`src/rtl/iz_param_loader_multi.sv`:
```
// Serial parameter loader for an array of Izhikevich neuron channels.
// A framed 1-bit stream (channel, a, b, c, d, checksum) fills a shadow bank
// that is committed to the addressed channel's active bank only when the
// checksum matches and the channel exists.
module iz_param_loader_multi #(
  parameter int unsigned N_CH      = 4,
  parameter int unsigned CH_W      = 2,
  parameter int unsigned PARAM_W   = 16,
  parameter int          DEFAULT_A = 1,
  parameter int          DEFAULT_B = 13,
  parameter int          DEFAULT_C = -4160,
  parameter int          DEFAULT_D = 128
) (
  input  logic                      clk,
  input  logic                      reset,
  input  logic                      enable,
  input  logic                      load_enable,
  input  logic                      serial_data_in,
  output logic [N_CH*PARAM_W-1:0]   param_a_flat,
  output logic [N_CH*PARAM_W-1:0]   param_b_flat,
  output logic [N_CH*PARAM_W-1:0]   param_c_flat,
  output logic [N_CH*PARAM_W-1:0]   param_d_flat,
  output logic [N_CH-1:0]           update_pulse,
  output logic                      frame_done,
  output logic                      frame_error,
  output logic                      busy
);

  localparam int unsigned CSUM_W     = 8;
  localparam int unsigned NUM_FIELDS = 4;
  localparam int unsigned CNT_MAX    = (PARAM_W > CSUM_W) ?
                                       ((PARAM_W > CH_W) ? PARAM_W : CH_W) :
                                       ((CSUM_W > CH_W) ? CSUM_W : CH_W);
  localparam int unsigned CNT_W      = $clog2(CNT_MAX);

  typedef enum logic [2:0] {S_IDLE, S_HDR, S_PAY, S_CHK, S_COMMIT} state_t;

  state_t               state_q, state_d;
  logic [CNT_W-1:0]     bit_cnt_q, bit_cnt_d;
  logic [1:0]           field_q, field_d;
  logic [CSUM_W-1:0]    csum_q, csum_d;
  logic [CSUM_W-1:0]    rx_csum_q, rx_csum_d;
  logic [CH_W-1:0]      sh_ch_q, sh_ch_d;
  logic [PARAM_W-1:0]   sh_q [NUM_FIELDS];
  logic [PARAM_W-1:0]   sh_d [NUM_FIELDS];
  logic [PARAM_W-1:0]   act_q [N_CH][NUM_FIELDS];
  logic [PARAM_W-1:0]   act_d [N_CH][NUM_FIELDS];
  logic                 le_prev_q;
  logic [N_CH-1:0]      upd_q, upd_d;
  logic                 done_q, done_d;
  logic                 err_q, err_d;
  logic                 busy_q, busy_d;

  logic                 rise;
  logic                 abort;
  logic                 ch_ok;
  logic [CSUM_W-1:0]    csum_shift;

  assign rise       = load_enable & ~le_prev_q;
  assign csum_shift = {csum_q[CSUM_W-2:0], csum_q[CSUM_W-1] ^ serial_data_in};
  assign ch_ok      = ({1'b0, sh_ch_q} < (CH_W+1)'(N_CH));

  // Next-state, datapath and pulse computation
  always_comb begin
    state_d   = state_q;
    bit_cnt_d = bit_cnt_q;
    field_d   = field_q;
    csum_d    = csum_q;
    rx_csum_d = rx_csum_q;
    sh_ch_d   = sh_ch_q;
    sh_d      = sh_q;
    act_d     = act_q;
    upd_d     = '0;
    done_d    = 1'b0;
    err_d     = 1'b0;
    abort     = 1'b0;

    if (enable) begin
      unique case (state_q)
        S_IDLE: begin
          if (rise) begin
            state_d   = S_HDR;
            bit_cnt_d = '0;
            field_d   = '0;
            csum_d    = '0;
            rx_csum_d = '0;
            sh_ch_d   = '0;
            for (int f = 0; f < NUM_FIELDS; f++) sh_d[f] = '0;
          end
        end
        S_HDR: begin
          if (!load_enable) begin
            abort = 1'b1;
          end else begin
            sh_ch_d = CH_W'({sh_ch_q, serial_data_in});
            csum_d  = csum_shift;
            if (bit_cnt_q == CNT_W'(CH_W - 1)) begin
              bit_cnt_d = '0;
              state_d   = S_PAY;
            end else begin
              bit_cnt_d = bit_cnt_q + CNT_W'(1);
            end
          end
        end
        S_PAY: begin
          if (!load_enable) begin
            abort = 1'b1;
          end else begin
            sh_d[field_q] = PARAM_W'({sh_q[field_q], serial_data_in});
            csum_d        = csum_shift;
            if (bit_cnt_q == CNT_W'(PARAM_W - 1)) begin
              bit_cnt_d = '0;
              if (field_q == 2'd3) state_d = S_CHK;
              else                 field_d = field_q + 2'd1;
            end else begin
              bit_cnt_d = bit_cnt_q + CNT_W'(1);
            end
          end
        end
        S_CHK: begin
          if (!load_enable) begin
            abort = 1'b1;
          end else begin
            rx_csum_d = {rx_csum_q[CSUM_W-2:0], serial_data_in};
            if (bit_cnt_q == CNT_W'(CSUM_W - 1)) begin
              bit_cnt_d = '0;
              state_d   = S_COMMIT;
            end else begin
              bit_cnt_d = bit_cnt_q + CNT_W'(1);
            end
          end
        end
        S_COMMIT: begin
          state_d = S_IDLE;
          if ((rx_csum_q == csum_q) && ch_ok) begin
            for (int k = 0; k < N_CH; k++) begin
              if (CH_W'(k) == sh_ch_q) begin
                act_d[k] = sh_q;
                upd_d[k] = 1'b1;
              end
            end
            done_d = 1'b1;
          end else begin
            err_d = 1'b1;
          end
        end
        default: state_d = S_IDLE;
      endcase

      // Dropped frame gate: discard the partial frame and flag it
      if (abort) begin
        state_d   = S_IDLE;
        err_d     = 1'b1;
        bit_cnt_d = '0;
        field_d   = '0;
        csum_d    = '0;
        rx_csum_d = '0;
        sh_ch_d   = '0;
        for (int f = 0; f < NUM_FIELDS; f++) sh_d[f] = '0;
      end
    end

    busy_d = (state_d != S_IDLE);
  end

  // State and datapath registers
  always_ff @(posedge clk or negedge reset) begin
    if (!reset) begin
      state_q   <= S_IDLE;
      bit_cnt_q <= '0;
      field_q   <= '0;
      csum_q    <= '0;
      rx_csum_q <= '0;
      sh_ch_q   <= '0;
      for (int f = 0; f < NUM_FIELDS; f++) sh_q[f] <= '0;
      for (int k = 0; k < N_CH; k++) begin
        act_q[k][0] <= PARAM_W'(DEFAULT_A);
        act_q[k][1] <= PARAM_W'(DEFAULT_B);
        act_q[k][2] <= PARAM_W'(DEFAULT_C);
        act_q[k][3] <= PARAM_W'(DEFAULT_D);
      end
      le_prev_q <= 1'b0;
      upd_q     <= '0;
      done_q    <= 1'b0;
      err_q     <= 1'b0;
      busy_q    <= 1'b0;
    end else begin
      state_q   <= state_d;
      bit_cnt_q <= bit_cnt_d;
      field_q   <= field_d;
      csum_q    <= csum_d;
      rx_csum_q <= rx_csum_d;
      sh_ch_q   <= sh_ch_d;
      sh_q      <= sh_d;
      act_q     <= act_d;
      le_prev_q <= load_enable;
      upd_q     <= upd_d;
      done_q    <= done_d;
      err_q     <= err_d;
      busy_q    <= busy_d;
    end
  end

  // Flatten the active banks onto the output buses
  for (genvar k = 0; k < N_CH; k++) begin : g_flat
    assign param_a_flat[k*PARAM_W +: PARAM_W] = act_q[k][0];
    assign param_b_flat[k*PARAM_W +: PARAM_W] = act_q[k][1];
    assign param_c_flat[k*PARAM_W +: PARAM_W] = act_q[k][2];
    assign param_d_flat[k*PARAM_W +: PARAM_W] = act_q[k][3];
  end

  assign update_pulse = upd_q;
  assign frame_done   = done_q;
  assign frame_error  = err_q;
  assign busy         = busy_q;

endmodule

```
`config.mk`:
```
export PLATFORM = sky130hd
export DESIGN_NAME = iz_param_loader_multi
export DESIGN_NICKNAME = d
export VERILOG_FILES = /design/src/rtl/iz_param_loader_multi.sv
export SDC_FILE = /design/constraint.sdc
export NUM_CORES = 1
export LEC_CHECK = 0
export ABC_AREA = 1
export CAP_MARGIN = 20
export CELL_PAD_IN_SITES_DETAIL_PLACEMENT = 0
export CELL_PAD_IN_SITES_GLOBAL_PLACEMENT = 1
export CORE_MARGIN = 4
export CORE_UTILIZATION = 40
export DETAILED_ROUTE_END_ITERATION = 10
export PLACE_DENSITY_LB_ADDON = 0.1
export SLEW_MARGIN = 20
export SYNTH_ARGS = -nofsm -noshare
export SYNTH_HDL_FRONTEND = slang
export SYNTH_SLANG_ARGS = --single-unit
```
`constraint.sdc`:
```
create_clock -name clk -period 2.6 [get_ports clk]
set_input_delay 0.52 -clock clk [delete_from_list [all_inputs] [get_ports clk]]
set_output_delay 0.52 -clock clk [all_outputs]
set_load 0.05 [all_outputs]
```
After elaboration in Yosys (flattened, before gate mapping)
Index checks and enable logic that the tools add are counted.
- register bits: 355
- bits of input ports: 5
- output and inout port bits: 263
- logic and storage cells: 142
- add/sub/neg operators: 2
- order comparisons: 2
- equality and inequality tests: 19
- muxes and demuxes: 63
- bitwise operators: 4
- reductions and logical operators: 21
- operators by type and width (operator ; count):
    2-to-1 mux 64 bit ; 3
    one-hot mux 64 bit (2 select lines) ; 1
    bitwise mux 64 bit ; 1
    2-to-1 mux 4 bit ; 11
    2-to-1 mux 8 bit ; 5
    binary-select mux 16 bit (select 2 bit) ; 1
    demux 16 bit (select 2 bit) ; 1
    one-hot mux 8 bit (2 select lines) ; 2
    AND reduction 4 bit ; 8
    2-to-1 mux 15 bit ; 2
    2-to-1 mux 3 bit ; 10
    != test 3 bit, second input constant ; 6
    2-to-1 mux 16 bit ; 1
    one-hot mux 4 bit (4 select lines) ; 1
    nonzero test 3 bit ; 5
    2-to-1 mux 1 bit ; 14
    2-to-1 mux 2 bit ; 7
    one-hot mux 3 bit (4 select lines) ; 1
    AND reduction 6 bit ; 2
    == test 8 bit ; 1
    one-hot mux 2 bit (2 select lines) ; 2
    == test 3 x 2 -> 1 bit, second input constant ; 2
    nonzero test 5 bit ; 1
    adder 4 x 1 -> 4 bit, second input constant ; 1
    21 further kinds ; 22

Longest topological paths before layout
- depth after elaboration: 9
- depth in mapped cells: 11
- depth with buffers taken out: 10

Worst setup path before layout
OpenSTA, ideal clock, no wires.
- path type: reg-to-reg
- start point: register field_q[1]
- end point: register sh_q[38] in the netlist's numbering
- library setup time: 65 ps
- arrival time: 1793 ps
- data required time: 2535 ps
- slack: 742 ps
- stages on the path, launching flop included: 10
- buffers on the path: 3
- clock period less this slack: 1858 ps
- path through: dfrtp_1 clkbuf_1 inv_1 buf_1 ha_1 nand2_1 nor2_4 buf_4 nand2_1 nand2_1
- longest elaborated chain between the ends: 9
- elaborated cells on any way between the ends: 13
- those cells by class: order compare (2); mux (9); bitwise (1); reduce/logical (1)
- ends and longest elaborated chain (item ; line ; source):
    from (decl) ; 40 ; logic [1:0] field_q, field_d;
    from (signal assigned) ; 190 ; field_q <= field_d;
    inverter 2 -> 3 bit (not written as such) (*) ; 109 ; sh_d[field_q] = PARAM_W'({sh_q[field_q], serial_data_in});
    >= comparator 3 bit (not written as such) / less-than comparator 3 x 1 -> 1 bit (equally long branches) ; 109 ;
    logical AND 1 bit (not written as such) ; 109 ;
    2-to-1 mux 16 bit (not written as such) ; 109 ;
    demux 16 bit (select 2 bit) ; 109 ;
    bitwise mux 64 bit (*) ; 109 ;
    2-to-1 mux 64 bit (*) ; 106 ; if (!load_enable) begin
    one-hot mux 64 bit (2 select lines) (*) ; 79 ; unique case (state_q)
    2-to-1 mux 64 bit (*) ; 151 ; if (abort) begin
    to (signal assigned) ; 194 ; sh_q <= sh_d;
    to (decl) ; 44 ; logic [PARAM_W-1:0] sh_q [NUM_FIELDS];
Mark *: on every way between the ends. The rest lies on a longest branch, timed or not. The select of a mux whose other input is x is not followed.
A chain may end at the register's enable or synchronous reset.

Final worst setup path
- start point: register act_q, in the netlist param_d_flat[7]
- end point: output port param_d_flat[7]
- RTL lines (item ; line ; source):
    from (decl) ; 46 ; logic [PARAM_W-1:0] act_q [N_CH][NUM_FIELDS];
    from (signal, indexed assignment) ; 177 ; act_q[k][0] <= PARAM_W'(DEFAULT_A);
    from (signal, indexed assignment) ; 178 ; act_q[k][1] <= PARAM_W'(DEFAULT_B);
    from (signal, indexed assignment) ; 179 ; act_q[k][2] <= PARAM_W'(DEFAULT_C);
    to (decl) ; 22 ; output logic [N_CH*PARAM_W-1:0] param_d_flat,
No word-level cell between the ends.

==> key figures <==
Drt
  • Vias per inst: 5.28
  • DRC viols: 0
  • DR pass1 iterations: 7
  • Vias: 13800
  • WL/cell: 20.1 um
  • DR iter-0 viols: 971
  • Final WL: 52.6 mm
  • Antenna Nets Post-Route: 0

Die
  • Ports: 268
  • Die H: 206 um
  • Initial Utilization: 0.405
  • Total core area: 38700 um^2
  • Die ar.: 42400 um^2
  • DIE WIDTH: 206 um
  • FP Rows: 72

Run status
  • Outcome: finished clean

Final layout
  • Layout cells sized above 1: 0.109
  • Final Non-Filler Cells: 2619
  • Diodes inserted: 0
  • Layout area overhead: 31.3%
  • Nets: 2079

Global route
  • Initial antenna violation count: 0
  • Global-route wire length before repair: 81.7 mm
  • Largest net degree at the start of global routing: 99
  • GRT overflow: 0
  • Vias in the first global route: 13600
  • GRT Overall Usage: 0.246

CTS
  • Clk slew on worst S/H paths: 0.06 ns
  • CTS sink cnt: 355
  • Max Buffers Root-to-Sink: 3
  • Worst skew pair latency: 0.56 ns
  • CTS Buf Count: 41
  • Resize count post-CTS: 0
  • CTS Root Cell: clkbuf_16
  • TritonCTS clock tree: done
  • CTS HTree Levels: 2

Setup path
  • Worst EP arrival: 1.94 ns
  • Sequence of cells on the critical path: clkdlybuf4s50_1
  • CP delay by family, top: buffers and inverters
  • CP endpoint kind: output pin
  • CP max stage delay: 0.82 ns
  • Worst-path fanout max: 2
  • Critical path buffers and inverters: 1
  • Critical path class: flip-flop to output pin
  • Data required time of the critical path: 2.08 ns
  • Worst setup SP type: flip-flop
  • Crit path max-delay cell type: clkdlybuf4s50_1

Job
  • Max Cap Viol: 0

STA
  • Post-route minimum period: 2.46 ns
  • Setup TNS: 0 ns
  • Worst Skew: 0.0104 ns
  • Setup violations, final: 0
  • Final hold slack: 0.461 ns
  • Fmax: 407 MHz
  • Final clock period utilization by the worst path: 0.946
  • Rel. slew slack: 0.610
  • Final Max Slew Viols: 0
  • Worst Tran Pin Value: 0.585 ns
  • Hold Vio Cnt, Final: 0
  • Unrepaired setup endpoints after global routing: no

Power
  • Tot Pwr: 14500 uW
  • PwrDens: 702 nW/um^2
  • Worst IR drop on VDD: 0.589 mV
  • Lkg Pwr: 0.0103 uW

Placement
  • Placed insts: 2542
  • IO Port Bufs: 267
  • Gpl congestion: 0.857
  • Hpwl dp: 35.1 mm

Synthesis
  • Syn_nets: 1837
  • Netlist Area Pre-Place: 15700 um^2
  • Register bit total from synthesis: 355
  • Yosys warning count: 0
  • Seq/Total Area, Yosys: 0.571
  • Avg Cell Area, Syn: 8.59 um^2
  • Cell variety after synth: 33
  • Post-Syn Instances: 1826

Worst hold path
  • Hold Crit Class: flip-flop to flip-flop
==> per-stage QoR <==
step           utilization  setup slack, ns  instance area [um^2]
3_5_place_dp         0.495            0.206                 19200
2_1_floorplan            -            0.742                 15700
3_3_place_gp         0.495            0.234                 19200
4_1_cts              0.532            0.122                 20600
6_report             0.532            0.142                 20600
5_1_grt              0.532            0.101                 20600
==> Yosys cell counts <==
library cell,instances,area share
nand3_1,48,0.015
xor2_1,1,0.00056
ha_1,6,0.0048
nand2_8,1,0.0013
clkbuf_1,49,0.012
inv_2,4,0.00096
a22oi_1,1,0.00048
nor2_1,45,0.011
buf_6,4,0.0029
buf_4,4,0.0019
nand2_4,1,0.00072
inv_4,1,0.00040
o211ai_1,1,0.00048
nand2_1,800,0.19
o21bai_1,1,0.00048
nor3_1,1,0.00032
a21oi_1,3,0.00096
dfstp_2,56,0.094
buf_1,1,0.00024
inv_1,55,0.013
o21ai_0,55,0.018
dfrtp_1,299,0.48
a21oi_2,1,0.00056
o22ai_1,1,0.00040
buf_2,81,0.026
nor2_4,13,0.0093
o21ai_2,5,0.0028
o21ai_1,27,0.0086
nand2_2,1,0.00040
inv_6,1,0.00056
a31oi_1,1,0.00040
nand4_1,257,0.10
o211ai_4,1,0.0014
==> cells by family after synthesis <==
logic type	count (synthesis)	share of synthesized area
adder cells (fa/ha/maj)	6	0.00479
flip-flops	355	0.571
AND/OR/NAND/NOR	1167	0.332
buffers and inverters	200	0.0577
XOR/XNOR	1	0.000558
AO/OA/AOI/OAI	97	0.0341
==> worst paths after layout <==
check,slack [ns],endpoint,cells after the start,startpoint
max,0.14,param_d_flat[7],1,param_d_flat[7]
min,0.46,param_c_flat[55],2,param_c_flat[55]
max reg2reg,0.55,param_a_flat[6],10,csum_q[3]
min reg2reg,0.46,param_c_flat[55],2,param_c_flat[55]
max in group asynchronous,1.30,param_c_flat[25],3,reset
min in group asynchronous,0.47,update_pulse[1],2,reset
==> sequential cells by signal (all words and copies together), names as in the netlist, 8 cells and up <==
| name | cells |
|---|---|
| param_d_flat | 64 |
| rx_csum_q | 8 |
| param_a_flat | 64 |
| csum_q | 8 |
| sh_q | 64 |
| param_b_flat | 64 |
| param_c_flat | 64 |
==> cell usage in the layout, fill, tap and decap left out, types with 2 or more instances in the layout <==
master           count
o21ai_0             55
bufinv_16            3
dfstp_2             56
a21oi_1              3
inv_6                2
ha_1                 6
inv_1               54
nand3_4              3
inv_2                5
buf_4               51
nand4_1            257
buf_12              19
o21ai_2              5
nor2_4              16
clkbuf_8            10
nand3_1             44
nor2_1              42
clkbuf_16           44
clkbuf_1            11
o21ai_1             27
clkdlybuf4s50_1    266
dfrtp_1            299
nand2_1            800
clkinv_2             6
==> what timing repair did <==
item	4_1_cts	5_1_grt
hold endpoints to repair	31	0
buffers inserted	0	0
hold buffers	1	0
==> report_power, final <==
part           internal (uW)  switching, uW
Sequential              5580           74.3
Clock                   3680           2350
Combinational            640           2130
==> layer usage <==
layer  GRT usage  vias up  share of wire
met5           0        -              0
met4      0.0644        0          0.025
met3      0.0457       84          0.063
met2       0.394      421           0.47
met1       0.348     6789           0.44
li1            -     6537              -
==> final cells by class <==
| type | instances | area, um^2 |
|---|---|---|
| Inverter | 61 | 236 |
| Multi-Input combinational cell | 1271 | 5890 |
| Fill cell | 3638 | 18100 |
| Tap cell | 518 | 648 |
| Timing Repair Buffer | 338 | 3450 |
| Clock inverter | 11 | 136 |
| Sequential cell | 355 | 8950 |
| Clock buffer | 65 | 1280 |
No activity file was read; power rests on OpenSTA's default activity.
